File: config.mk
export PLATFORM = sky130hd
export DESIGN_NAME = demux_router
export DESIGN_NICKNAME = d
export VERILOG_FILES = /design/src/rtl/demux_router_pkg.sv /design/src/rtl/demux_lane_fifo.sv /design/src/rtl/demux_router.sv
export SDC_FILE = /design/constraint.sdc
export NUM_CORES = 1
export LEC_CHECK = 0
export CAP_MARGIN = 10
export CORE_UTILIZATION = 30
export CTS_CLUSTER_DIAMETER = 40
export CTS_CLUSTER_SIZE = 24
export DETAILED_ROUTE_END_ITERATION = 8
export GPL_ROUTABILITY_DRIVEN = 0
export GPL_TIMING_DRIVEN = 0
export HOLD_SLACK_MARGIN = 0.15
export MAX_ROUTING_LAYER = met4
export PLACE_DENSITY_LB_ADDON = 0.15
export SLEW_MARGIN = 20
export SYNTH_ARGS = -nofsm -noshare
export SYNTH_HDL_FRONTEND = slang
export SYNTH_SLANG_ARGS = --single-unit
File: constraint.sdc
create_clock -name i_clock -period 5.8 [get_ports i_clock]
set_input_delay 1.16 -clock i_clock [delete_from_list [all_inputs] [get_ports i_clock]]
set_output_delay 1.16 -clock i_clock [all_outputs]
set_load 0.01 [all_outputs]
File: src/rtl/demux_router_pkg.sv
// Shared constants and the lane index type for the 1-to-4 result router.
package demux_router_pkg;

  localparam int LANES     = 4;
  localparam int SEL_W     = 2;
  localparam int DEF_WIDTH = 32;
  localparam int DEF_DEPTH = 2;

  typedef enum logic [SEL_W-1:0] {
    LANE_WB  = 2'd0,
    LANE_FWD = 2'd1,
    LANE_MEM = 2'd2,
    LANE_DBG = 2'd3
  } lane_e;

endpackage

File: src/rtl/demux_lane_fifo.sv
// One per-destination lane FIFO whose head word and valid flag are held in registers.
module demux_lane_fifo
  import demux_router_pkg::*;
#(
  parameter int WIDTH = DEF_WIDTH,
  parameter int DEPTH = DEF_DEPTH
) (
  input  logic             i_clock,
  input  logic             i_reset,
  input  logic             i_push,
  input  logic [WIDTH-1:0] i_data_in,
  output logic             o_full,
  input  logic             i_pop,
  output logic [WIDTH-1:0] o_data_out,
  output logic             o_valid,
  output logic             o_empty
);

  localparam int PTR_W = $clog2(DEPTH);
  localparam int CNT_W = PTR_W + 1;

  logic [WIDTH-1:0] r_mem [DEPTH];
  logic [PTR_W-1:0] r_wr_ptr;
  logic [PTR_W-1:0] r_rd_ptr;
  logic [CNT_W-1:0] r_count;
  logic [WIDTH-1:0] r_data_out;
  logic             r_valid;

  logic             w_full;
  logic             w_push;
  logic             w_pop;
  logic [PTR_W-1:0] w_rd_next;
  logic [CNT_W-1:0] w_count_next;
  logic [WIDTH-1:0] w_head_next;

  assign w_full       = (r_count == CNT_W'(DEPTH));
  assign w_pop        = i_pop && r_valid;
  // A full lane may still take a word when its head leaves on the same edge.
  assign w_push       = i_push && (!w_full || w_pop);
  assign w_rd_next    = w_pop ? (r_rd_ptr + PTR_W'(1)) : r_rd_ptr;
  assign w_count_next = r_count + CNT_W'(w_push) - CNT_W'(w_pop);

  // The next head is the slot the read pointer lands on; when that slot is
  // being written this edge the incoming word is taken directly.
  always_comb begin
    w_head_next = r_data_out;
    if (w_count_next != '0) begin
      if (w_push && (r_wr_ptr == w_rd_next)) w_head_next = i_data_in;
      else                                   w_head_next = r_mem[w_rd_next];
    end
  end

  always_ff @(posedge i_clock) begin
    if (i_reset) begin
      r_wr_ptr   <= '0;
      r_rd_ptr   <= '0;
      r_count    <= '0;
      r_data_out <= '0;
      r_valid    <= 1'b0;
    end else begin
      if (w_push) begin
        r_mem[r_wr_ptr] <= i_data_in;
        r_wr_ptr        <= r_wr_ptr + PTR_W'(1);
      end
      r_rd_ptr   <= w_rd_next;
      r_count    <= w_count_next;
      r_valid    <= (w_count_next != '0);
      r_data_out <= w_head_next;
    end
  end

  assign o_full     = w_full;
  assign o_data_out = r_data_out;
  assign o_valid    = r_valid;
  assign o_empty    = !r_valid;

endmodule

File: src/rtl/demux_router.sv
// Registered 1-to-4 result router: steers each accepted word into one of four lane FIFOs.
module demux_router
  import demux_router_pkg::*;
#(
  parameter int WIDTH = DEF_WIDTH,
  parameter int DEPTH = DEF_DEPTH
) (
  input  logic             i_clock,
  input  logic             i_reset,
  input  logic [WIDTH-1:0] i_input,
  input  logic [SEL_W-1:0] i_selector,
  input  logic             i_in_valid,
  output logic             o_in_ready,
  output logic [WIDTH-1:0] o_output0,
  output logic [WIDTH-1:0] o_output1,
  output logic [WIDTH-1:0] o_output2,
  output logic [WIDTH-1:0] o_output3,
  output logic             o_valid0,
  output logic             o_valid1,
  output logic             o_valid2,
  output logic             o_valid3,
  input  logic             i_ready0,
  input  logic             i_ready1,
  input  logic             i_ready2,
  input  logic             i_ready3,
  output logic             o_idle
);

  logic [LANES-1:0] w_ready;
  logic [LANES-1:0] w_pop;
  logic [LANES-1:0] w_push;
  logic [LANES-1:0] w_full;
  logic [LANES-1:0] w_valid;
  logic [LANES-1:0] w_empty;
  logic [WIDTH-1:0] w_data [LANES];
  logic             w_accept;

  assign w_ready = {i_ready3, i_ready2, i_ready1, i_ready0};
  assign w_pop   = w_valid & w_ready;

  // Readiness looks only at the selected lane, never at i_in_valid.
  assign o_in_ready = !i_reset && (!w_full[i_selector] || w_pop[i_selector]);
  assign w_accept   = i_in_valid && o_in_ready;

  always_comb begin
    w_push = '0;
    case (lane_e'(i_selector))
      LANE_WB:  w_push[0] = w_accept;
      LANE_FWD: w_push[1] = w_accept;
      LANE_MEM: w_push[2] = w_accept;
      LANE_DBG: w_push[3] = w_accept;
      default:  w_push    = '0;
    endcase
  end

  for (genvar g = 0; g < LANES; g++) begin : g_lane
    demux_lane_fifo #(
      .WIDTH(WIDTH),
      .DEPTH(DEPTH)
    ) u_fifo (
      .i_clock   (i_clock),
      .i_reset   (i_reset),
      .i_push    (w_push[g]),
      .i_data_in (i_input),
      .o_full    (w_full[g]),
      .i_pop     (w_pop[g]),
      .o_data_out(w_data[g]),
      .o_valid   (w_valid[g]),
      .o_empty   (w_empty[g])
    );
  end

  assign o_output0 = w_data[0];
  assign o_output1 = w_data[1];
  assign o_output2 = w_data[2];
  assign o_output3 = w_data[3];
  assign o_valid0  = w_valid[0];
  assign o_valid1  = w_valid[1];
  assign o_valid2  = w_valid[2];
  assign o_valid3  = w_valid[3];
  // Empty flags are registered in each lane, so this follows the last edge.
  assign o_idle    = &w_empty;

endmodule

; ---- Word level (Yosys, flattened, before mapping)
; Memory sizes are Yosys's and may differ from the RTL's. A register that Yosys moved wholly into a read port is not among the register bits.
; Cells that the tools add are included.
[word_totals]
n_memories = 4
wordCells = 100
mem_bits_ro = 0
ramBits = 256
output_inout_bits = 134
inputBits = 41
regBits = 20
latch_bits = 0
[op_classes]
magnitude_cmp = 1
bitwise_logic = 1
shift = 0
n_mux = 24
n_addsub = 16
n_reduce_logical = 31
n_eq_ne = 7
mul = 0
div = 0
[memory_table]
columns = memory, depth, width, rd, rd_ports_with_merged_regs, write_ports, line_no
row1 = g_lane[0].u_fifo.r_mem, 2, 32, 1, 1, 1, demux_lane_fifo.sv:22  ; logic [WIDTH-1:0] r_mem [DEPTH];
row2 = g_lane[1].u_fifo.r_mem, 2, 32, 1, 1, 1, demux_lane_fifo.sv:22
row3 = g_lane[2].u_fifo.r_mem, 2, 32, 1, 1, 1, demux_lane_fifo.sv:22
row4 = g_lane[3].u_fifo.r_mem, 2, 32, 1, 1, 1, demux_lane_fifo.sv:22
[ops]
columns = operator, count
row1 = $mux W1, 22
row2 = $eq A2 B2 Y1 const B, 6
row3 = $logic_and A1 B1 Y1, 10
row4 = $logic_not A1 Y1, 10
row5 = $add A1 B1 Y1 const B, 8
row6 = $add A2 B1 Y2, 4
row7 = $reduce_bool A2 Y1, 4
row8 = $sub A2 B1 Y2, 4
row9 = $logic_or A1 B1 Y1, 5
row10 = $and A4 B4 Y4, 1
row11 = $bmux W1 S2, 2
row12 = $reduce_and A4 Y1, 1
row13 = $lt A2 B3 Y1 const B, 1
row14 = $eq A2 B1 Y1 const B, 1
row15 = $logic_not A2 Y1, 1

; ---- Longest topological paths before layout
; Gate-level depths: netlist of the first run.
[logic_depth]
depth_word = 12
ltp_mapped = 13
ltp_nobuf = 12

; ---- By module
; From an unflattened synthesis of the first run, not the netlist that was laid out.
[hier_totals]
hier_cells = 1596
area_unflattened_um2 = 18033.5
[by_module_without_submodules]
columns = mod, area_each_um2, n_inst, cells_per_inst
row1 = demux_lane_fifo at g_lane[1].u_fifo ..., 4474.3, 2, 393
row2 = demux_lane_fifo at g_lane[0].u_fifo ..., 4466.8, 2, 393
row3 = demux_router, 151.4, 1, 24

; ---- Worst setup path before layout of the first run
; OpenSTA, ideal clock, no wires.
[synth_timing]
path_type = input port to flip-flop
start = input i_reset
end = memory g_lane[1].u_fifo.r_mem[0][0] in the netlist's numbering (enable)
path_buffers = 0
slack_ns = 0.788
path_stages = 2
t_arrival_ns = 4.507
required_time_ns = 5.295
setup_time_ns = 0.505
path_cell_list = nand3b_1 -> nor4_1
[synth_via]
elab_chain_cells = 8
[synth_rtl]
columns = element, line_no
row1 = start: declaration, demux_router.sv:9  ; input logic i_reset,
row2 = $logic_not A1 Y1, demux_router.sv:42  ; assign o_in_ready = !i_reset && (!w_full[i_selector] || w_pop[i_selector]);
row3 = $logic_and A1 B1 Y1, demux_router.sv:42
row4 = $logic_and A1 B1 Y1, demux_router.sv:43  ; assign w_accept = i_in_valid && o_in_ready;
row5 = $mux W1, demux_router.sv:47  ; case (lane_e'(i_selector))
row6 = $logic_and A1 B1 Y1, demux_lane_fifo.sv:39  ; assign w_push = i_push && (!w_full || w_pop);
row7 = $mux W1, demux_lane_fifo.sv:61  ; if (w_push) begin
row8 = $mux W1 *, demux_lane_fifo.sv:54  ; if (i_reset) begin
row9 = $mux W1 (implied by the code) *, demux_lane_fifo.sv:62  ; r_mem[r_wr_ptr] <= i_data_in;
row10 = end: declaration, demux_lane_fifo.sv:22
; Mark *: on every way between the ends. The rest lies on a longest branch, timed or not.

; ---- Worst setup path after layout of the first run
[layout_timing]
start = input i_reset
end = output o_in_ready
[layout_via]
elab_chain_cells = 2
[layout_rtl]
columns = element, line_no
row1 = $logic_not A1 Y1, demux_router.sv:42
row2 = $logic_and A1 B1 Y1, demux_router.sv:42
row3 = end: declaration, demux_router.sv:13  ; output logic o_in_ready,
; No other way between the ends.

==> results of run 1 <==
==> worst reg2reg max path: stages, from the launching register on <==
cell and delay, ns:
dfxtp_1 0.48, nand2_1 0.16, and3_1 0.28, nor2_1 0.24, ha_1 0.20, xor2_1 0.17, xnor2_1 0.20, nor3b_2 0.51
clkbuf_1 0.54, nand2_1 0.12, o21ai_0 0.08
==> power by group through the flow <==
stage | Clock, mW | Combinational [mW] | Sequential (mW)
6_report | 4.19 | 3.31 | 3.99
5_1_grt | 4.39 | 3.63 | 4.05
4_1_cts | 4.26 | 3.36 | 4.00
3_5_place_dp | 0 | 3.34 | 4.05
3_3_place_gp | 0 | 3.28 | 4.06
2_1_floorplan | 0 | 1.46 | 4.10
==> layout make-up <==
cell class | count | share of cell area [%]
sequential | 404 | 51.6
multi-input combinational | 830 | 21.1
timing repair buffer | 199 | 9.66
clock buffer | 90 | 9.39
tap | 672 | 4.07
clock inverter | 35 | 2.35
buffer | 74 | 1.51
inverter | 16 | 0.291
==> kinds of logic (layout without fill, tap and decap cells) <==
| family | after synthesis | count (layout) | share of synthesized area, % |
|---|---|---|---|
| adders and majority gates | 8 | 8 | 0.652 |
| buffers and inverters | 90 | 414 | 2.42 |
| AOI/OAI and AO/OA | 221 | 221 | 8.80 |
| DFF | 404 | 404 | 69.4 |
| muxes | 1 | 1 | 0.147 |
| xor gates and xnor gates | 24 | 24 | 1.47 |
| and+or+nand+nor | 576 | 576 | 17.1 |
==> final timing paths <==
check | cells past startpoint | startpoint | slack (ns) | endpoint
worst max-delay path | 5 | i_reset | 0.94 | o_in_ready
worst min register to register | 2 | g_lane[1].u_fifo.o_data_out[5]$_SDFFE_PP0P_ | 0.45 | g_lane[1].u_fifo.o_data_out[5]$_SDFFE_PP0P_
worst max register to register | 10 | g_lane[2].u_fifo.o_valid$_SDFF_PP0_ | 2.75 | g_lane[2].u_fifo.o_data_out[13]$_SDFFE_PP0P_
worst min-delay path | 2 | g_lane[1].u_fifo.o_data_out[5]$_SDFFE_PP0P_ | 0.45 | g_lane[1].u_fifo.o_data_out[5]$_SDFFE_PP0P_
==> layout by cell type, fill, tap and decap left out, types with 3 or more instances in the layout <==
cell type,synthesis,routed
clkbuf_8,0,11
nor3_2,0,3
and3_1,94,94
o31ai_1,8,8
inv_6,0,6
or2_2,6,6
nor3b_2,4,5
buf_6,0,3
inv_1,15,15
ha_1,8,8
and2_1,7,3
buf_2,24,29
clkbuf_16,0,70
clkinvlp_4,0,7
clkdlybuf4s50_1,0,174
dfxtp_1,148,148
nand2b_1,33,33
a32o_1,38,38
clkinv_2,0,6
a211oi_1,3,3
nor2_1,29,29
o21ai_1,49,49
and2_2,0,4
nand3_1,38,38
xnor2_1,14,14
bufinv_16,0,9
edfxtp_1,256,256
clkinv_4,0,4
o21ai_0,115,115
buf_4,1,14
xor2_1,8,8
clkbuf_1,49,58
nand2_1,352,352
==> synth_stat cells <==
cell      number
nand2_1      352
edfxtp_1     256
dfxtp_1      148
o21ai_0      115
and3_1        94
clkbuf_1      49
o21ai_1       49
a32o_1        38
nand3_1       38
nand2b_1      33
nor2_1        29
buf_2         24
inv_1         15
xnor2_1       14
ha_1           8
o31ai_1        8
xor2_1         8
and2_1         7
or2_2          6
nor3_1         4
nor3b_2        4
a211oi_1       3
a21oi_1        2
nor2b_1        2
nor4_1         2
o21ai_2        2
o21bai_2       2
or2_0          2
xnor2_2        2
a21oi_2        1
buf_4          1
clkinv_1       1
mux4_2         1
nand3b_1       1
nor2_4         1
nor3b_1        1
o21a_1         1
==> stage by stage <==
step	cell area [um^2]	worst slack, ns	instances	utilization (%)	total power [mW]
detailed placement	18200	0.974	2195	36.2	7.40
CTS	20600	0.966	2320	41.0	11.6
global route	20600	0.858	2320	41.0	12.1
global placement	17900	-2.06	2170	35.7	7.34
finish	20600	0.944	2320	41.0	11.5
floorplan	15300	0.788	1324	-	5.56
==> registers in the layout, summed over array words and instances, names as in the netlist <==
signal	count
g_lane.u_fifo.r_count	8
g_lane.u_fifo.o_valid	4
g_lane.u_fifo.r_wr_ptr	4
g_lane.u_fifo.r_mem	256
g_lane.u_fifo.r_rd_ptr	4
g_lane.u_fifo.o_data_out	128
==> layer usage <==
metal | wire length (um) | part of all wire [%] | vias up
met2 | 22500 | 47 | 300
met5 | 0 | 0 | -
met4 | 1130 | 2.4 | 0
met1 | 21500 | 45 | 5483
li1 | - | - | 5242
met3 | 2440 | 5.1 | 70
==> impl_metrics.py, run 1 <==
metrics = {
    "outcome": {
        "outcome": "finished, final reports clean",
    },
    "routing": {
        "wl_per_cell_um": 20.5,
        "drtPass1Iterations": 5,
        "avgViaCountPerCell": 4.78,
        "drt_iter0_markers": 741,
        "vias": 11100,
        "wl_um": 47600,
        "antenna_left": 0,
        "drc_errors": 0,
    },
    "floorplanning": {
        "io-pin-count": 175,
        "initial_core_util_pct": 30.5,
        "die_x_um": 228,
        "fp.dieH_um": 228,
        "rows": 82,
        "core-area_mm2": 0.0503,
        "dieArea_mm2": 0.0521,
    },
    "synth": {
        "synth_area_mm2": 0.0153,
        "syn_inst": 1324,
        "synth-seq-cells": 404,
        "synth_top_area_share_pct": 50.1,
        "ys_warn_count": 0,
        "synth.top_cells.by_area": "edfxtp_1 (50%), dfxtp_1 (19%), nand2_1 (8.6%)",
        "ys_types": 37,
        "synth_nets": 1373,
        "synth_area_per_cell_um2": 11.6,
        "yosysSeqAreaShare_pct": 69.4,
        "yosysTopAreaCell": "edfxtp_1",
    },
    "pwr": {
        "vdd_ir_drop_max_mv": 0.242,
        "leakage_nw": 7.51,
        "switching_power_mw": 3.63,
        "p_seq_share_pct": 34.7,
        "combPwrFrac_pct": 28.8,
        "p_per_area_mw_per_mm2": 557,
        "p_clk_share_pct": 36.5,
        "intPower_mw": 7.86,
        "p_sw_share_pct": 31.6,
    },
    "worst_setup_path": {
        "cpMaxStageDelayCell": "clkdlybuf4s50_1",
        "end_kind": "output pin",
        "cp_data_required_time_ns": 4.64,
        "cpPeakStageDelay_ns": 0.69,
        "crit_type": "in2out",
        "worst-path-buf-inv": 4,
        "worstPathMaxFanout": 10,
        "crit_arrival_ns": 3.70,
        "path_cells": "clkdlybuf4s50_1 > clkbuf_1 > clkbuf_1 > nor2_1 > clkdlybuf4s50_1",
        "crit_family": "buffers and inverters",
        "start_kind": "primary input",
    },
    "clocking": {
        "clk_pin_slew_worst_paths_ns": 0.05,
        "postCtsSetupRepairBufs": 0,
        "cts_resized": 0,
        "clockRootBuffer": "clkbuf_16",
        "hold_buffers": 0,
        "cts_made_buffers": 68,
        "cts_num_sinks": 404,
        "cts_tree": "done",
        "clockBufferDepth": 3,
        "insertion_delay_ns": 0.57,
        "htreeDepth": 3,
    },
    "global_route": {
        "grt_pass1_wl_um": 70500,
        "grt-ovfl-total": 0,
        "use_met2_pct": 30.1,
        "use_met1_pct": 24.1,
        "grt_use_total_pct": 18.8,
        "grt_use_met3_pct": 3.57,
        "grt_pass1_vias": 11100,
        "antenna_found_initial": 2,
        "grt_start_max_net_pins": 27,
        "busiest_layer": "met2",
    },
    "finish": {
        "nets": 1642,
        "layout.filler_cells": 4841,
        "area_growth_pct": 34.4,
        "multiInputGateArea_mm2": 0.00436,
        "drive_gt1_share_pct": 11.8,
        "diodes": 0,
        "seq_area_mm2": 0.0107,
    },
    "timing": {
        "setup-tns-final_ns": 0,
        "setup_violations": 0,
        "finClkSkew_ns": 0.0171,
        "fin_crit_sh_pct": 83.7,
        "hold_viol": 0,
        "slew_violations": 0,
        "relSlewSlack_pct": 28.9,
        "rsz0062_at_grt": "no",
        "fin_hold_ws_ns": 0.446,
        "min_period_ns": 4.86,
        "worst_slew_pin_slew_ns": 1.06,
        "fmax_mhz": 206,
    },
    "placement": {
        "dp_hpwl_um": 32700,
        "io_buffers": 174,
    },
    "min_path": {
        "hp-class": "reg2reg",
    },
    "flow_run": {
        "drv_cap": 0,
    },
}
Note: power is estimated with default switching activity, not from simulation.
==> inputs of run 2 (changes only) <==
==> constraint.sdc (replaced) <==
create_clock -name i_clock -period 4 [get_ports i_clock]
set_input_delay 0.8 -clock i_clock [delete_from_list [all_inputs] [get_ports i_clock]]
set_output_delay 0.8 -clock i_clock [all_outputs]
set_load 0.01 [all_outputs]
==> run 2 against run 1 <==
Via count fell by 1.0%. Non-clock buffer count fell by 6. Count of clock-buffer cells in the layout is 6 lower. Die area unchanged. Clock skew increased by 0.012 ns. Combinational power up 45%. Clock power rose by 37%.
==> impl_metrics.py, run 2 (same netlist as run 1, synthesis figures left out) <==
metrics = {
    "outcome": {
        "outcome": "finished, final reports clean",
    },
    "worst_setup_path": {
        "path_cells": "clkdlybuf4s50_1 > nand2_1 > and3_1 > mux4_2 > nor2_1 > clkdlybuf4s50_1",
        "start_kind": "primary input",
        "worst-path-buf-inv": 2,
        "crit_arrival_ns": 2.90,
        "end_kind": "output pin",
        "crit_type": "in2out",
        "cpPeakStageDelay_ns": 0.58,
        "cpMaxStageDelayCell": "clkdlybuf4s50_1",
        "cp_data_required_time_ns": 3.20,
        "crit_family": "buffers and inverters",
        "worstPathMaxFanout": 3,
        "crit_path_frequent_cell": "clkdlybuf4s50_1",
    },
    "finish": {
        "layout.filler_cells": 4845,
        "mostFrequentLayoutCells": "nand2_1 (352), edfxtp_1 (256), clkdlybuf4s50_1 (174)",
        "stdcell_count": 2310,
        "top_register": "g_lane.u_fifo.r_mem",
        "diodes": 0,
        "drive_gt1_share_pct": 11.2,
        "largest_register_ffs": 256,
        "layout_commonest_cell": "nand2_1",
        "area_growth_pct": 33.2,
        "nets": 1634,
        "fin_area_mm2": 0.0204,
    },
    "global_route": {
        "grt-ovfl-total": 0,
        "grt_start_max_net_pins": 23,
        "grt_pass1_vias": 11000,
        "antenna_found_initial": 1,
        "grt_use_total_pct": 18.9,
        "grt_pass1_wl_um": 70800,
    },
    "clocking": {
        "cts_num_sinks": 404,
        "hold_buffers": 0,
        "cts_made_buffers": 66,
        "clockRootBuffer": "clkbuf_16",
        "cts_tree": "done",
        "clockBufferDepth": 3,
        "insertion_delay_ns": 0.58,
        "clk_pin_slew_worst_paths_ns": 0.05,
        "htreeDepth": 3,
    },
    "pwr": {
        "switching_power_mw": 5.21,
        "p_total_mw": 16.3,
        "leakage_nw": 7.41,
        "combPwrFrac_pct": 29.4,
        "intPower_mw": 11.1,
        "p_per_area_mw_per_mm2": 796,
        "vdd_ir_drop_max_mv": 0.363,
        "p_sw_share_pct": 32.0,
        "p_seq_share_pct": 35.5,
        "p_clk_share_pct": 35.1,
    },
    "timing": {
        "fin_crit_sh_pct": 92.6,
        "relSlewSlack_pct": 39.4,
        "rsz0062_at_grt": "no",
        "setup_violations": 0,
        "setup-tns-final_ns": 0,
        "slew_violations": 0,
        "fmax_mhz": 270,
        "setup_slack_ns": 0.295,
        "worst_slew_pin_slew_ns": 0.902,
        "min_period_ns": 3.70,
        "finClkSkew_ns": 0.0290,
        "hold_viol": 0,
    },
    "routing": {
        "wl_um": 47400,
        "vias": 11000,
        "drtPass1Iterations": 5,
        "drc_errors": 0,
        "antenna_left": 0,
        "wl_per_cell_um": 20.5,
        "drt_iter0_markers": 802,
        "avgViaCountPerCell": 4.75,
    },
    "placement": {
        "dpl.cell_count": 2189,
        "dp_hpwl_um": 32700,
        "placed_area_mm2": 0.0182,
        "io_buffers": 174,
        "detailedPlace.worstSlack_ns": -0.155,
    },
    "min_path": {
        "hp-class": "reg2reg",
    },
    "floorplanning": {
        "die_x_um": 228,
        "rows": 82,
        "core-area_mm2": 0.0503,
        "dieArea_mm2": 0.0521,
        "initial_core_util_pct": 30.5,
        "fp.dieH_um": 228,
        "io-pin-count": 175,
    },
    "flow_run": {
        "drv_cap": 0,
    },
}
[run 2: cell types whose count changed in the layout (fill, tap and decap cells not counted), moves of 3 or more]
cell	previous run	this run
clkinv_4	4	7
clkbuf_8	11	3
bufinv_16	9	6
clkinv_2	6	11
buf_2	29	24
[run 2: what timing repair did]
action / in CTS / in global routing
hold endpoints to repair: 0 / 0
setup endpoints to repair: 1 / 1
resized for setup: 1 / 2
buffers inserted: 0 / 0
[run 2: worst reg2reg max path: cells and delay by family, from the launching register on]
| family | cells | cell delay [ns] |
|---|---|---|
| AND/OR/NAND/NOR | 5 | 1.35 |
| buffers and inverters | 1 | 0.54 |
| flip-flops | 1 | 0.38 |
| XOR/XNOR | 2 | 0.38 |
| adder cells (fa/ha/maj) | 1 | 0.20 |
| AO/OA/AOI/OAI | 1 | 0.10 |
[run 2: power groups by stage]
| stage | Combinational, mW | Clock (mW) | Sequential (mW) |
|---|---|---|---|
| 3_5_place_dp | 4.85 | 0 | 5.88 |
| 5_1_grt | 5.27 | 6.01 | 5.87 |
| 4_1_cts | 4.87 | 5.84 | 5.81 |
| 3_3_place_gp | 4.77 | 0 | 5.88 |
| 6_report | 4.79 | 5.72 | 5.78 |
| 2_1_floorplan | 2.11 | 0 | 5.95 |
[run 2: per-layer routing]
layer	wire length, um	up-vias	GRT usage [%]
li1	-	5220	-
met1	21600	5370	24.9
met2	22400	314	29.5
met3	2360	75	3.49
met4	1080	0	5.56
met5	0	-	-
[run 2: metrics by stage]
stage	hold slack (ns)	utilization (%)
detailed placement	0.442	36.2
global placement	0.436	35.7
CTS	0.449	40.7
finish	0.446	40.7
global route	0.469	40.7
floorplan	0.470	-
[run 2: path summary, 6_finish.rpt]
check / startpoint / to / slack (ns) / cells past startpoint
worst min-delay path: g_lane[1].u_fifo.o_data_out[9]$_SDFFE_PP0P_ / g_lane[1].u_fifo.o_data_out[9]$_SDFFE_PP0P_ / 0.45 / 2
worst max-delay path: i_ready2 / o_in_ready / 0.30 / 6
worst min register to register: g_lane[1].u_fifo.o_data_out[9]$_SDFFE_PP0P_ / g_lane[1].u_fifo.o_data_out[9]$_SDFFE_PP0P_ / 0.45 / 2
worst max register to register: g_lane[2].u_fifo.o_valid$_SDFF_PP0_ / g_lane[2].u_fifo.o_data_out[18]$_SDFFE_PP0P_ / 0.95 / 10
[run 2: layout make-up]
| cell class | count | area [um^2] | share of cell area (%) |
|---|---|---|---|
| Clock inverter | 37 | 400 | 1.96 |
| Tap cell | 672 | 841 | 4.11 |
| Sequential cell | 404 | 10700 | 52.1 |
| Inverter | 16 | 60.1 | 0.294 |
| Multi-Input combinational cell | 830 | 4370 | 21.4 |
| Clock buffer | 84 | 1860 | 9.08 |
| Buffer | 74 | 314 | 1.54 |
| Timing Repair Buffer | 193 | 1960 | 9.57 |
==> inputs of run 3 (changes only) <==
--- a/config.mk
+++ b/config.mk
@@ -11,7 +11,6 @@
 export CTS_CLUSTER_SIZE = 24
 export DETAILED_ROUTE_END_ITERATION = 8
 export GPL_ROUTABILITY_DRIVEN = 0
-export GPL_TIMING_DRIVEN = 0
 export HOLD_SLACK_MARGIN = 0.15
 export MAX_ROUTING_LAYER = met4
 export PLACE_DENSITY_LB_ADDON = 0.15
==> run 3 against run 2 <==
Critical path depth is the same. Largest power group unchanged. Critical endpoint unchanged. Cell area shrank 0.73%. Global-route usage shrank 0.61 points.
==> impl_metrics.py, run 3 (same netlist as run 1, synthesis figures left out) <==
metrics = {
    "min_path": {
        "min_path_cells": 2,
        "min_to": "g_lane[0].u_fifo.o_data_out[30]$_SDFFE_PP0P_",
        "holdCritStartpoint": "g_lane[0].u_fifo.o_data_out[30]$_SDFFE_PP0P_",
        "hp-class": "reg2reg",
    },
    "finish": {
        "area_growth_pct": 32.2,
        "top_register": "g_lane.u_fifo.r_mem",
        "diodes": 0,
        "mostFrequentLayoutCells": "nand2_1 (352), edfxtp_1 (256), clkdlybuf4s50_1 (174)",
        "drive_gt1_share_pct": 11.4,
        "nets": 1579,
        "largest_register_ffs": 256,
        "layout_commonest_cell": "nand2_1",
    },
    "global_route": {
        "grt_use_total_pct": 18.3,
        "antenna_found_initial": 0,
        "grt_start_max_net_pins": 65,
        "grt_pass1_wl_um": 69000,
        "grt-ovfl-total": 0,
        "grt_pass1_vias": 10600,
    },
    "pwr": {
        "leakage_nw": 7.33,
        "p_per_area_mw_per_mm2": 803,
        "vdd_ir_drop_max_mv": 0.337,
    },
    "worst_setup_path": {
        "end_kind": "output pin",
        "r2r_end": "g_lane[0].u_fifo.o_data_out[31]$_SDFFE_PP0P_",
        "cp_data_required_time_ns": 3.20,
        "crit_arrival_ns": 2.80,
        "r2r_slack_ns": 1.15,
        "crit_path_frequent_cell": "clkdlybuf4s50_1",
        "path_cells": "clkdlybuf4s50_1 > nand2_1 > and3_1 > mux4_2 > nor2_1 > clkdlybuf4s50_1",
        "cpPeakStageDelay_ns": 0.54,
        "worstPathMaxFanout": 3,
        "cpMaxStageDelayCell": "clkdlybuf4s50_1",
        "start_kind": "primary input",
        "ff2ff_path_depth": 12,
        "crit_type": "in2out",
        "crit-reg2reg-launch": "g_lane[0].u_fifo.o_valid$_SDFF_PP0_",
        "worst-path-buf-inv": 2,
        "crit_family": "buffers and inverters",
    },
    "routing": {
        "wl_per_cell_um": 20.6,
        "wl_um": 46500,
        "drt_iter0_markers": 642,
        "antenna_left": 0,
        "vias": 10800,
        "drtPass1Iterations": 5,
        "drc_errors": 0,
        "avgViaCountPerCell": 4.79,
    },
    "clocking": {
        "postCtsSetupRepairBufs": 0,
        "htreeDepth": 3,
        "hold_buffers": 0,
        "cts_num_sinks": 404,
        "cts_made_buffers": 67,
        "clk_pin_slew_worst_paths_ns": 0.05,
        "clockBufferDepth": 3,
        "cts_tree": "done",
        "insertion_delay_ns": 0.58,
        "clockRootBuffer": "clkbuf_16",
        "cts_resized": 0,
    },
    "timing": {
        "slew_violations": 0,
        "min_period_ns": 3.60,
        "fmax_mhz": 278,
        "rsz0062_at_grt": "no",
        "hold_viol": 0,
        "relSlewSlack_pct": 32.9,
        "finClkSkew_ns": 0.0278,
        "setup-tns-final_ns": 0,
        "worst_slew_pin_slew_ns": 1.00,
        "setup_violations": 0,
        "fin_crit_sh_pct": 90.0,
        "setup_slack_ns": 0.398,
    },
    "floorplanning": {
        "rows": 82,
        "fp.dieH_um": 228,
        "core-area_mm2": 0.0503,
        "dieArea_mm2": 0.0521,
        "initial_core_util_pct": 30.5,
        "io-pin-count": 175,
        "die_x_um": 228,
    },
    "outcome": {
        "outcome": "finished, final reports clean",
    },
    "flow_run": {
        "drv_cap": 0,
    },
    "placement": {
        "io_buffers": 174,
        "detailedPlace.worstSlack_ns": 0.158,
        "dp_hpwl_um": 28000,
    },
}
==> run 3: worst max path at each step <==
stage,endpoint,cells after the start,start,slack (ns)
finish,o_in_ready,6,i_ready0,0.40
global route,o_in_ready,6,i_ready0,0.30
CTS,o_in_ready,6,i_ready0,0.37
detailed placement,g_lane[3].u_fifo.o_data_out[30]$_SDFFE_PP0P_,10,i_selector[1],0.16
global placement,g_lane[3].u_fifo.o_data_out[30]$_SDFFE_PP0P_,10,i_selector[1],0.18
floorplan,g_lane[3].u_fifo.r_mem[0][0]$_DFFE_PP_,3,i_reset,0.006
==> run 3: where the power goes <==
part	total, mW	internal, mW	leakage [nW]	switching, mW
sequential	5.78	5.20	3.53	0.572
combinational	4.85	2.22	2.74	2.62
clock	5.67	3.61	1.07	2.05
total	16.3	11.0	7.33	5.25
==> run 3: layout make-up <==
| type | count | area (um^2) |
|---|---|---|
| clock buffers | 81 | 1790 |
| clock inverters | 42 | 444 |
| repair buffers | 211 | 2060 |
| inverters | 16 | 60.1 |
| flip-flops and latches | 404 | 10700 |
| multi-input cells | 830 | 4450 |
| well taps | 672 | 841 |
| fillers | 4841 | 30000 |
==> run 3: per-layer routing <==
layer	track usage, %	wire, um
met5	-	0
met4	5.41	1020
met3	3.45	2060
met2	28.5	21900
met1	24.1	21600
==> run 3: through the flow <==
stage	hold slack [ns]	total power, mW	cell area (um^2)	cells	util (%)
after floorplan	0.470	8.06	15400	1324	-
after global placement	0.436	10.7	18100	2133	35.9
after detailed placement	0.440	10.8	18100	2133	35.9
after CTS	0.446	16.5	20300	2256	40.4
after global routing	0.465	17.1	20300	2256	40.4
final	0.443	16.3	20300	2256	40.4
==> run 3: worst register-to-register path, delay by kind of cell, from the launching register on <==
family	cells	cell delay, ns
adders and majority gates	1	0.20
AOI/OAI and AO/OA	2	0.19
buffers and inverters	2	0.37
DFF	1	0.50
xor gates and xnor gates	2	0.36
and+or+nand+nor	5	1.15
==> RTL edit 1: new RTL, settings of run 2 <==
The package constant `DEF_WIDTH` goes from 32 to 64.
--- a/src/rtl/demux_router_pkg.sv
+++ b/src/rtl/demux_router_pkg.sv
@@ -5,3 +5,3 @@
   localparam int SEL_W     = 2;
-  localparam int DEF_WIDTH = 32;
+  localparam int DEF_WIDTH = 64;
   localparam int DEF_DEPTH = 2;
Ports: changed (5 resized); port bits go from 175 to 335. No check against the original RTL was run, so the function may have changed too.
==> RTL edit 1 against run 2 <==
Area after synthesis increased by 95%; count of clock-buffer cells in the layout grew 86; via count up 69%; design area rose by 97%; critical path depth increased by 1; setup slack got worse by 0.24 ns; sequential cell count grew 384; sequential power up 94%; total power rose by 99%; final cell count is 71% higher; combinational power up 91%; wire length rose by 87%; clock power increased by 110%; critical path type unchanged; largest power group is now clock.
==> RTL edit 1: results (changes against run 2) <==
stage,metric,value,unit,change
logic_synthesis,Commonest cells post-synth,"edfxtp_1 (512), dfxtp_1 (276), mux2i_1 (257), o21ai_0 (195), and2_1 (141)",,"was nand2_1 (352), edfxtp_1 (256), dfxtp_1 (148), o21ai_0 (115), and3_1 (94)"
clock_network,PostCTS Resize Cnt,6,,was 1
worst_setup_path,Reg-to-Reg End,g_lane[3].u_fifo.o_data_out[24]$_SDFFE_PP0P_,,was g_lane[2].u_fifo.o_data_out[18]$_SDFFE_PP0P_
global_route,initial antenna violation count,2,,was 1
clock_network,H-tree depth,4,,was 3
worst_setup_path,FF-to-FF setup slack,0.34,ns,was 0.95 ns
worst_setup_path,RR Startpoint,g_lane[3].u_fifo.o_valid$_SDFF_PP0_,,was g_lane[2].u_fifo.o_valid$_SDFF_PP0_
clock_network,clk_lat worst skew,0.72,ns,was 0.58 ns
place,dpl cells,3701,,was 2189
route,DRT iter0 DRCs,1023,,was 802
worst_setup_path,reg2reg path depth,11,,was 10
final_layout,fin cells,3953,,was 2310
worst_setup_path,CP Max Fanout,5,,was 3
logic_synthesis,syn nets,2132,,was 1373
status,outcome,completed,,unchanged
place,pre-CTS WS,-0.827,ns,was -0.155 ns
logic_synthesis,Post-synth EDFFs,512,,was 256
logic_synthesis,synth unique cells,42,,was 37
final_layout,Largest register FFs,512,,was 256
global_route,first-pass GRT wire length,130000,um,was 70800 um
power,maximum vdd drop,0.354,mV,was 0.363 mV
global_route,gr usage total,18.0,%,was 18.9%
final_layout,layout cells sized above 1,17.3,%,was 11.2%
logic_synthesis,ys async rst share,0,%,unchanged
logic_synthesis,Synth Area per Inst,14.6,um^2,was 11.6 um^2
logic_synthesis,largest cells by area after synthesis,"edfxtp_1 (51%), dfxtp_1 (18%), mux2i_1 (8.6%)",,"was edfxtp_1 (50%), dfxtp_1 (19%), nand2_1 (8.6%)"
global_route,vias in the first global route,19183,,was 11027
power,Leak,15.2,nW,was 7.41 nW
route,detailed-route wire length,88800,um,was 47400 um
logic_synthesis,sequential share of the synthesized area,69.7,%,was 69.4%
global_route,largest net degree at the start of global routing,36,,was 23
logic_synthesis,#FFs+latches synth,788,,was 404
route,vias per inst,4.69,,was 4.75
place,hpwl dp,62000,um,was 32700 um
sta,Fin Clk Skew,0.0372,ns,was 0.0290 ns
worst_setup_path,CP arrival,3.15,ns,was 2.90 ns
clock_network,CTS Buf Count,137,,was 66
place,IO Port Bufs,334,,was 174
sta,min cycle time layout,3.95,ns,was 3.70 ns
RTL edit 1: cell types whose count changed in the layout (fill, tap and decap cells not counted), moves of 135 or more:
cell	delta
and2_1	+135
clkdlybuf4s50_1	+160
edfxtp_1	+256
mux2i_1	+257
nand2_1	-224
RTL edit 1: routing by layer:
layer	part of all wire [%]	wire length, um	global-route usage [%]	vias up
li1	-	-	-	8709
met1	45	40100	22.5	9271
met2	48	43000	29.2	430
met3	4.3	3790	3.63	133
met4	2.1	1860	5.67	0
met5	0	0	-	-
RTL edit 1: logic make-up (layout without fill, tap and decap cells):
family,after synthesis,count (layout),share of synthesized area [%]
XOR/XNOR,19,19,0.601
multiplexers,384,384,13.4
flip-flops,788,788,69.7
other,0,2,0
AND/OR/NAND/NOR,321,321,5.50
adder cells (fa/ha/maj),8,8,0.334
buffers and inverters,141,754,2.23
AO/OA/AOI/OAI,390,390,8.26
RTL edit 1: how the worst min path moves through the flow:
stage	startpoint	end	slack, ns	cells past startpoint
floorplan	g_lane[1].u_fifo.o_data_out[14]$_SDFFE_PP0P_	g_lane[1].u_fifo.o_data_out[14]$_SDFFE_PP0P_	0.47	2
global placement	g_lane[1].u_fifo.o_data_out[30]$_SDFFE_PP0P_	g_lane[1].u_fifo.o_data_out[30]$_SDFFE_PP0P_	0.44	2
detailed placement	g_lane[2].u_fifo.o_data_out[29]$_SDFFE_PP0P_	g_lane[2].u_fifo.o_data_out[29]$_SDFFE_PP0P_	0.44	2
CTS	g_lane[1].u_fifo.o_data_out[37]$_SDFFE_PP0P_	g_lane[1].u_fifo.o_data_out[37]$_SDFFE_PP0P_	0.45	2
global route	g_lane[1].u_fifo.o_data_out[57]$_SDFFE_PP0P_	g_lane[1].u_fifo.o_data_out[57]$_SDFFE_PP0P_	0.47	2
finish	g_lane[1].u_fifo.o_data_out[57]$_SDFFE_PP0P_	g_lane[1].u_fifo.o_data_out[57]$_SDFFE_PP0P_	0.45	2
RTL edit 1: cell type report:
type                       instances  area [um^2]
clock buffer                     170         3670
antenna                            2         5.00
clock inverter                    81         1080
fill                            9200        58400
inverter                          13         48.8
buffer                           127          637
timing repair buffer             363         3840
multi-input combinational       1122         8500
sequential                       788        20900
tap                             1287         1610
RTL edit 1: report_power, final:
part           total, mW  switching, mW  internal (mW)
Sequential          11.2           1.04           10.1
Clock               12.0           4.03           7.95
Combinational       9.17           4.79           4.38
RTL edit 1: through the flow:
step	instance area, um^2	hold slack, ns
6_report	40300	0.446
5_1_grt	40300	0.469
4_1_cts	40300	0.450
3_5_place_dp	35500	0.442
3_3_place_gp	35000	0.443
2_1_floorplan	30000	0.471
RTL edit 1: critical path: cells and delay by family:
family                 cells  cell delay (ns)
buffers and inverters      3             1.30
muxes                      1             0.48
and+or+nand+nor            3             0.55
==> RTL edit 2: new RTL, flow settings as in run 2 <==
Made on the original files. Take the reset off `r_data_out` and load it in a clocked block of its own.
--- a/src/rtl/demux_lane_fifo.sv
+++ b/src/rtl/demux_lane_fifo.sv
@@ -57,3 +57,2 @@
       r_count    <= '0;
-      r_data_out <= '0;
       r_valid    <= 1'b0;
@@ -67,4 +66,7 @@
       r_valid    <= (w_count_next != '0);
-      r_data_out <= w_head_next;
     end
+  end
+
+  always_ff @(posedge i_clock) begin
+    r_data_out <= w_head_next;
   end
Check against the original RTL: differs if i_reset is asserted again (counterexample within 4 cycles, from zero or initial values and one cycle with i_reset high); with i_reset held inactive, the same outputs for 4 cycles.
==> RTL edit 2 against run 2 <==
Area after synthesis up 2.4%; total power shrank 1.6%; critical path type unchanged; sequential power rose by 8.8%; wire length fell by 21%; sequential cell count did not move; synthesized cell count decreased by 40%; core utilization down 0.40 points; largest power group unchanged; sequential share of layout area grew 5.4 points; die area rose by 2.4%; setup slack better by 0.15 ns; design area rose by 1.4%; largest cell class unchanged.
==> RTL edit 2: results (changes against run 2) <==
stage,metric,value,unit,change
route,vias per inst,4.43,,was 4.75
route,via count,7880,,was 10979
logic_synthesis,sequential share of the synthesized area,75.9,%,was 69.4%
sta,Worst Max-Slew Pin Slew,0.662,ns,was 0.902 ns
power,Leak,7.10,nW,was 7.41 nW
logic_synthesis,Commonest cells post-synth,"edfxtp_1 (384), mux2_2 (223), mux2_1 (33), nor2_1 (22), dfxtp_1 (20)",,"was nand2_1 (352), edfxtp_1 (256), dfxtp_1 (148), o21ai_0 (115), and3_1 (94)"
final_layout,layout cells sized above 1,35.7,%,was 11.2%
global_route,largest net degree at the start of global routing,33,,was 23
global_route,gr usage total,14.9,%,was 18.9%
route,detailed-route wire length,37700,um,was 47400 um
worst_setup_path,CP Max Fanout,4,,was 3
route,met2 WL,17800,um,was 22400 um
sta,Fin Clk Skew,0.0267,ns,was 0.0290 ns
clock_network,PostCTS Resize Cnt,0,,was 1
place,Area after DPL,18600,um^2,was 18200 um^2
logic_synthesis,post-synthesis mux area share,18.5,%,was 0.147%
power,Gate power share,26.3,%,was 29.4%
logic_synthesis,synth unique cells,31,,was 37
power,maximum vdd drop,0.580,mV,was 0.363 mV
route,met3 WL,1630,um,was 2360 um
place,pre-CTS WS,0.0409,ns,was -0.155 ns
logic_synthesis,Synth Area per Inst,19.8,um^2,was 11.6 um^2
logic_synthesis,largest cells by area after synthesis,"edfxtp_1 (73%), mux2_2 (16%), dfxtp_1 (2.5%)",,"was edfxtp_1 (50%), dfxtp_1 (19%), nand2_1 (8.6%)"
place,hpwl dp,23900,um,was 32700 um
power,P_sw,4.52,mW,was 5.21 mW
global_route,vias in the first global route,8313,,was 11027
place,dpl cells,1663,,was 2189
logic_synthesis,Post-synth EDFFs,384,,was 256
status,outcome,completed,,unchanged
power,Comb group,4.21,mW,was 4.79 mW
global_route,M3 GR Usage,3.30,%,was 3.49%
route,DRT iter0 DRCs,388,,was 802
logic_synthesis,xor/xnor share of the synthesized area,1.31,%,was 1.47%
route,wl on met1,17500,um,was 21600 um
route,First-pass DRT Iterations,4,,was 5
logic_synthesis,syn nets,845,,was 1373
-- RTL edit 2: path summary, 6_finish.rpt --
| path | endpoint | start | slack (ns) | cells after the start |
|---|---|---|---|---|
| min | g_lane[3].u_fifo.r_wr_ptr$_SDFFE_PP0N_ | g_lane[3].u_fifo.r_wr_ptr$_SDFFE_PP0N_ | 0.58 | 2 |
| min reg2reg | g_lane[3].u_fifo.r_wr_ptr$_SDFFE_PP0N_ | g_lane[3].u_fifo.r_wr_ptr$_SDFFE_PP0N_ | 0.58 | 2 |
| max | o_in_ready | i_ready2 | 0.45 | 7 |
| max reg2reg | g_lane[0].u_fifo.o_data_out[13]$_DFFE_PP_ | g_lane[0].u_fifo.o_valid$_SDFF_PP0_ | 1.23 | 8 |
-- RTL edit 2: layout make-up --
type	count	area, um^2
diodes	1	2.50
multi-input cells	351	3650
plain buffers	26	151
fillers	4721	30800
flip-flops and latches	404	11900
inverters	15	56.3
repair buffers	187	1940
clock inverters	39	424
well taps	680	851
clock buffers	77	1740
